`src/rtl/descriptor_bin_serializer.sv`:
```
// Two-bank ping-pong capture of the 8 orientation bins of one subregion, streamed out
// as a bin/subregion-tagged descriptor word stream. Optional macro DESC_CLAMP_EN saturates words at CLAMP_MAX.
module descriptor_bin_serializer #(
  parameter int BIN_W      = 13,
  parameter int SUBREGIONS = 16
`ifdef DESC_CLAMP_EN
  ,
  parameter logic [BIN_W-1:0] CLAMP_MAX = BIN_W'(4095)
`endif
) (
  input  logic             iclk,
  input  logic             ireset,
  input  logic [BIN_W-1:0] ibin_value0,
  input  logic [BIN_W-1:0] ibin_value1,
  input  logic [BIN_W-1:0] ibin_value2,
  input  logic [BIN_W-1:0] ibin_value3,
  input  logic [BIN_W-1:0] ibin_value4,
  input  logic [BIN_W-1:0] ibin_value5,
  input  logic [BIN_W-1:0] ibin_value6,
  input  logic [BIN_W-1:0] ibin_value7,
  input  logic             ibin_valid,
  output logic             obin_ready,
  output logic [BIN_W-1:0] odata,
  output logic             ovalid,
  input  logic             iready,
  output logic [2:0]       obin_idx,
  output logic [3:0]       osub_idx,
  output logic             olast,
  output logic             oerr_drop
);

  localparam int         NBINS    = 8;
  localparam logic [2:0] BIN_LAST = 3'd7;
  localparam logic [3:0] SUB_LAST = 4'(SUBREGIONS - 1);

  typedef enum logic {
    RD_IDLE,
    RD_SEND
  } rd_state_t;

  rd_state_t        rd_state, rd_state_nxt;
  logic [1:0]       bank_full, bank_full_nxt;
  logic             wbank, rbank;
  logic [2:0]       bin_cnt;
  logic [3:0]       sub_cnt;
  logic             err_drop;
  logic             cap, xfer, rel;
  logic [BIN_W-1:0] bin_in   [NBINS];
  logic [BIN_W-1:0] bank_mem [2][NBINS];
  logic [BIN_W-1:0] rd_word, rd_shaped;

  assign bin_in[0] = ibin_value0;
  assign bin_in[1] = ibin_value1;
  assign bin_in[2] = ibin_value2;
  assign bin_in[3] = ibin_value3;
  assign bin_in[4] = ibin_value4;
  assign bin_in[5] = ibin_value5;
  assign bin_in[6] = ibin_value6;
  assign bin_in[7] = ibin_value7;

  // Ready is a pure register decode so it never depends on the downstream iready.
  assign obin_ready = ~bank_full[wbank];
  assign cap        = ibin_valid & obin_ready;
  assign xfer       = (rd_state == RD_SEND) & iready;
  assign rel        = xfer & (bin_cnt == BIN_LAST);

  // NOTE: every always_comb output gets a default first, so no path can infer a latch.
  always_comb begin
    bank_full_nxt = bank_full;
    if (cap) bank_full_nxt[wbank] = 1'b1;
    if (rel) bank_full_nxt[rbank] = 1'b0;
  end

  // Looking at next-cycle fullness lets a capture start streaming on the very next
  // cycle and lets a capture coincident with the bin-7 release continue without a bubble.
  always_comb begin
    rd_state_nxt = rd_state;
    case (rd_state)
      RD_IDLE: if (bank_full_nxt[rbank]) rd_state_nxt = RD_SEND;
      RD_SEND: if (rel && !bank_full_nxt[~rbank]) rd_state_nxt = RD_IDLE;
      default: rd_state_nxt = RD_IDLE;
    endcase
  end

  // NOTE: sequential state uses non-blocking assignments so all registers update together.
  always_ff @(posedge iclk) begin
    if (ireset) begin
      rd_state  <= RD_IDLE;
      bank_full <= '0;
      wbank     <= 1'b0;
      rbank     <= 1'b0;
      bin_cnt   <= '0;
      sub_cnt   <= '0;
      err_drop  <= 1'b0;
    end else begin
      rd_state  <= rd_state_nxt;
      bank_full <= bank_full_nxt;
      if (cap) wbank <= ~wbank;
      if (ibin_valid && !obin_ready) err_drop <= 1'b1;
      if (xfer) begin
        if (bin_cnt == BIN_LAST) begin
          bin_cnt <= '0;
          rbank   <= ~rbank;
          sub_cnt <= (sub_cnt == SUB_LAST) ? '0 : sub_cnt + 4'd1;
        end else begin
          bin_cnt <= bin_cnt + 3'd1;
        end
      end
    end
  end

  // NOTE: bank storage is not reset; the FULL flags alone decide whether its contents are used.
  always_ff @(posedge iclk) begin
    if (cap) begin
      for (int i = 0; i < NBINS; i++) bank_mem[wbank][i] <= bin_in[i];
    end
  end

  assign rd_word = bank_mem[rbank][bin_cnt];

`ifdef DESC_CLAMP_EN
  assign rd_shaped = (rd_word > CLAMP_MAX) ? CLAMP_MAX : rd_word;
`else
  assign rd_shaped = rd_word;
`endif

  assign ovalid    = (rd_state == RD_SEND);
  assign odata     = ovalid ? rd_shaped : '0;
  assign obin_idx  = bin_cnt;
  assign osub_idx  = sub_cnt;
  assign olast     = ovalid & (sub_cnt == SUB_LAST) & (bin_cnt == BIN_LAST);
  assign oerr_drop = err_drop;

endmodule

```
`config.mk`:
```
export PLATFORM = sky130hd
export DESIGN_NAME = descriptor_bin_serializer
export DESIGN_NICKNAME = d
export VERILOG_FILES = /design/src/rtl/descriptor_bin_serializer.sv
export SDC_FILE = /design/constraint.sdc
export NUM_CORES = 1
export LEC_CHECK = 0
export CAP_MARGIN = 20
export CORE_MARGIN = 2
export CORE_UTILIZATION = 35
export DETAILED_ROUTE_END_ITERATION = 12
export GPL_ROUTABILITY_DRIVEN = 0
export PLACE_DENSITY_LB_ADDON = 0.25
export REMOVE_ABC_BUFFERS = 1
export SKIP_CTS_REPAIR_TIMING = 1
export SLEW_MARGIN = 0
export SYNTH_ARGS = -nofsm -noshare
export SYNTH_HDL_FRONTEND = slang
export SYNTH_SLANG_ARGS = --single-unit
```
`constraint.sdc`:
```
create_clock -name iclk -period 10.2 [get_ports iclk]
set_input_delay 2.55 -clock iclk [delete_from_list [all_inputs] [get_ports iclk]]
set_output_delay 2.55 -clock iclk [all_outputs]
set_load 0.02 [all_outputs]
```
# [Word-level counts from Yosys, hierarchy flattened]
# Memory sizes are Yosys's and may differ from the RTL's. A register that Yosys moved wholly into a read port is not among the register bits.
# Index checks and enable logic that the tools add are counted.
# W data, S select, Z words.
[totals] reg_bits=13 mem_bits_rw=208 in_bits=108 output_inout_bits=24 elab_cells=62 memories=1
[op_classes] n_addsub=2 n_lt_le_gt_ge=6 n_eq_ne=2 mux=25 bitwise=13 n_reduce_logical=6
[mem_list] name="bank_mem" words=2 word_bits=104 read_ports=1 rd_clocked_by_memory_dff=1 write_ports=1 line_no="49" source="logic [BIN_W-1:0] bank_mem [2][NBINS];"
[ops] operator="$bmux W13 S3" n=1
[ops] operator="$mux W13" n=3
[ops] operator="$mux W1" n=14
[ops] operator="$lt A1 B2 Y1 const B" n=3
[ops] operator="$and A1 B1 Y1" n=5
[ops] operator="$add A4 B1 Y4 const B" n=1
[ops] operator="$eq A4 B4 Y1 const B" n=1
[ops] operator="$ge A4 B4 Y1 const B" n=1
[ops] operator="$logic_and A1 B1 Y1" n=4
[ops] operator="$mux W2" n=2
[ops] operator="$mux W4" n=1
[ops] operator="$not A1 Y1" n=4
[ops] operator="$not A3 Y4" n=1
[ops] operator="$add A3 B1 Y3 const B" n=1
[ops] operator="$eq A3 B3 Y1 const B" n=1
[ops] operator="$mux W3" n=1
[ops] operator="$and A2 B2 Y2" n=1
[ops] operator="$demux W1 S1" n=2
[ops] operator="$ge A1 B1 Y1 const B" n=2
[ops] operator="$not A2 Y2" n=1
[ops] operator="$or A2 B2 Y2" n=1
[ops] operator="$pmux W1 S2" n=1
[ops] operator="$reduce_and A2 Y1" n=1
[ops] operator="$logic_not A1 Y1" n=1

# [Depth between registers and ports, before layout]
[logic_depth] ltp_word=14 ltp_mapped=8 depth_no_buf=6

# [Worst setup path before layout]
# OpenSTA, ideal clock, no wires.
[synth_timing] path_type="input to register" start="in ibin_valid" end="mem bank_mem[0][0] (netlist bit), enable pin" setup_time_ns=0.582 arrival_ns=7.398 required_ns=9.618 setup_slack_ns=2.220 path_stages=2 n_path_buf=0 cell_sequence="nor2b_1 > nor2b_1"
[synth_via] elab_chain_len=3
[synth_rtl] item="start, declared" line_no="21" source="input logic ibin_valid,"
[synth_rtl] item="$and A1 B1 Y1" line_no="63" source="assign cap = ibin_valid & obin_ready;"
[synth_rtl] item="$mux W1" line_no="114" source="if (cap) begin"
[synth_rtl] item="$mux W1 (not written as such)" line_no="115" source="for (int i = 0; i < NBINS; i++) bank_mem[wbank][i] <= bin_in[i];"
[synth_rtl] item="end, declared" line_no="49"
# Every way passes these cells.

==> flow_summary_export.csv <==
group,metric,value,unit
cts,cts.reportedPaths.clkPinSlew,60,ps
timing,setup_viol,0,
drt,via_per_inst,4.960,
drt,wl_per_cell,19.19,µm
hold_path,hold_path_class,"flip-flop to flip-flop",
synth,synthDistinctLibCells,37,
worst_setup_path,endpoint,"odata[10]",
worst_setup_path,worstReg2RegEnd,"bank_mem[0][69]$_DFFE_PP_",
die,die_height,161.7,µm
global_route,met1_usage,0.1834,
final_layout,final_cell_mix,"edfxtp_1, clkdlybuf4s50_1, mux2i_1",
placed_design,dpl_cell_area,10320,µm²
synth,synth_seq_cells,222,
cts,cts_made_buffers,25,
worst_setup_path,end_kind,"output port",
synth,syn_inst,471,
worst_setup_path,critPathKind,"flip-flop to output port",
worst_setup_path,path_max_fanout,58,
final_layout,layout-drive-gt1-share,0.1092,
global_route,grtUsageMet2,0.2448,
drt,drt-initial-drc-count,299,
run,cap_viol_max_count,0,
global_route,grt_pass1_wl,28320,µm
timing,fin_crit,6149,ps
drt,route.detailed.drc,0,
placed_design,dp_hpwl,11300,µm
global_route,use_met3,0.02783,
synth,synth_seq_area_share,0.7497,
cts,insertion_delay,510,ps
placed_design,numPortBuffers,131,
cts,htreeDepth,1,
timing,rsz0062_at_grt,"no",
global_route,grt_pass1_vias,5126,
timing,hold_viol,0,
timing,period_share,0.6028,
final_layout,antenna-diode-count,0,
synth,synth.largest_area_cell,"edfxtp_1",
synth,synth_ff_type,"edfxtp_1",
drt,num_vias,4742,
final_layout,final_nets,725,
die,fp-row-count,57,
global_route,grt-ovfl-total,0,
drt,wirelength,18350,µm
cts,clk_path_buf_depth,3,
timing,maxSlewViolCount,0,
global_route,grt_max_degree,87,
pwr,p_leak,3.547,nW
synth,synth_area,8705,µm²
timing,worst_slew_pin_slew,1072,ps
final_layout,stdcell_area,11100,µm²
drt,ant_nets,0,
worst_setup_path,reg2reg_depth,4,
die,die_area,26150,µm²
synth,syn_avg_cell_area,18.48,µm²
die,core_region_area,24390,µm²
timing,fin_skew,6.560,ps
synth,ys_warn_count,0,
cts,cts_tree,"built",
worst_setup_path,ff2ff_setup_slack,7720,ps
worst_setup_path,reg2reg_from,"wbank$_SDFFE_PP0N_",
cts,cts-root-buf,"clkbuf_16",
global_route,gr-max-usage-layer,"met2",
final_layout,final_common_cell,"edfxtp_1",
synth,synth_edf_count,208,
global_route,grt_usage,0.1413,
worst_setup_path,crit_required,7650,ps
outcome,status,"finished, final reports clean",
pwr,power_density,183.5,nW/µm²
timing,maxSlewHeadroom,0.2856,
cts,cts.sink_count,222,
synth,ys_top_cells_by_area,"edfxtp_1, mux2i_1, mux4_2",
global_route,antenna_found_initial,0,
die,start_util,0.3569,
die,pin_count,132,
die,die_width,161.7,µm
pwr,ir_drop,0.0001134,V
timing,max_freq,162.6,MHz
final_layout,syn_to_final_growth,27.50,%
worst_setup_path,cp.arrival,3600,ps
hold_path,hp-start,"oerr_drop$_SDFFE_PP0P_",
synth,synthArstFlopShare,0,
synth,netlist.area_leader.share,0.7176,
timing,fin_tns_setup,0,ps
worst_setup_path,worstSetupStartpointType,"flip-flop",
drt,drtPass1Iterations,4,
==> cells in the mapped netlist (2+ instances only) <==
cell	instances
edfxtp_1	208
mux2i_1	54
nand2_1	25
mux4_2	21
a22oi_1	17
nor2_1	16
nand3_1	15
dfxtp_1	14
nand2b_1	13
clkbuf_1	12
a21oi_1	9
a221oi_1	8
nor2b_1	6
o21ai_1	6
a211oi_1	5
mux4_1	5
buf_6	4
o21ai_0	4
and3_1	3
buf_12	3
buf_2	3
ha_1	3
nor3_1	2
o21a_1	2
==> stage by stage <==
| step | std cells | hold slack (ps) | util | worst slack [ps] | total power, W |
|---|---|---|---|---|---|
| finish | 956 | 489.8 | 0.4550 | 4051 | 0.002036 |
| floorplan | 447 | 491.3 | - | 2220 | 0.001161 |
| global placement | 909 | 468.8 | 0.4231 | 4596 | 0.001244 |
| global route | 956 | 513.2 | 0.4550 | 3845 | 0.002112 |
| detailed placement | 909 | 483.0 | 0.4231 | 4566 | 0.001250 |
| CTS | 954 | 496.9 | 0.4534 | 3975 | 0.002060 |
==> worst min-delay path by stage <==
stage | end | cells past startpoint
floorplan | bank_full[1]$_SDFF_PP0_ | 1
finish | oerr_drop$_SDFFE_PP0P_ | 1
detailed placement | oerr_drop$_SDFFE_PP0P_ | 1
CTS | oerr_drop$_SDFFE_PP0P_ | 1
global route | oerr_drop$_SDFFE_PP0P_ | 1
global placement | oerr_drop$_SDFFE_PP0P_ | 1
==> critical path, stage by stage, from the launching register on <==
cell and delay (ps):
dfxtp_4 590, buf_4 890, mux4_1 660, nand2b_1 160, nand3_1 100, a21oi_1 90, clkdlybuf4s50_1 540
==> layer usage <==
metal,vias up,part of all wire
met5,-,0
met4,0,0.015
met3,26,0.060
met2,124,0.50
met1,2410,0.43
li1,2182,-
==> logic make-up (layout without fill, tap and decap cells) <==
kind of cell	Yosys count	after routing	synth area share
adder cells (fa/ha/maj)	3	3	0.004313
AND/OR/NAND/NOR	83	83	0.04557
flip-flops	222	222	0.7497
AO/OA/AOI/OAI	57	57	0.04528
buffers and inverters	24	185	0.02156
multiplexers	80	80	0.1315
XOR/XNOR	2	2	0.002013
==> registers in the layout (all words and copies together) (netlist names), named ones only <==
name,cells
obin_idx,3
rbank,1
ovalid,1
bank_mem,208
bank_full,2
osub_idx,4
oerr_drop,1
wbank,1
==> area by class of cell <==
cell class                      instances  area [µm²]
Clock buffer                           29       640.6
Clock inverter                         16       98.84
Fill cell                            2144       13290
Multi-Input combinational cell        225        2018
Sequential cell                       222        6533
Tap cell                              324       405.4
Timing Repair Buffer                  140        1403
==> power breakdown <==
| part | internal [W] | switching, W | leakage [nW] |
|---|---|---|---|
| registers | 0.00105 | 0.0000137 | 2.05 |
| logic | 0.0000789 | 0.0000815 | 1.14 |
| clock network | 0.000471 | 0.000336 | 0.361 |
| total | 0.00161 | 0.000431 | 3.55 |
Note: power is estimated with default switching activity, not from simulation.
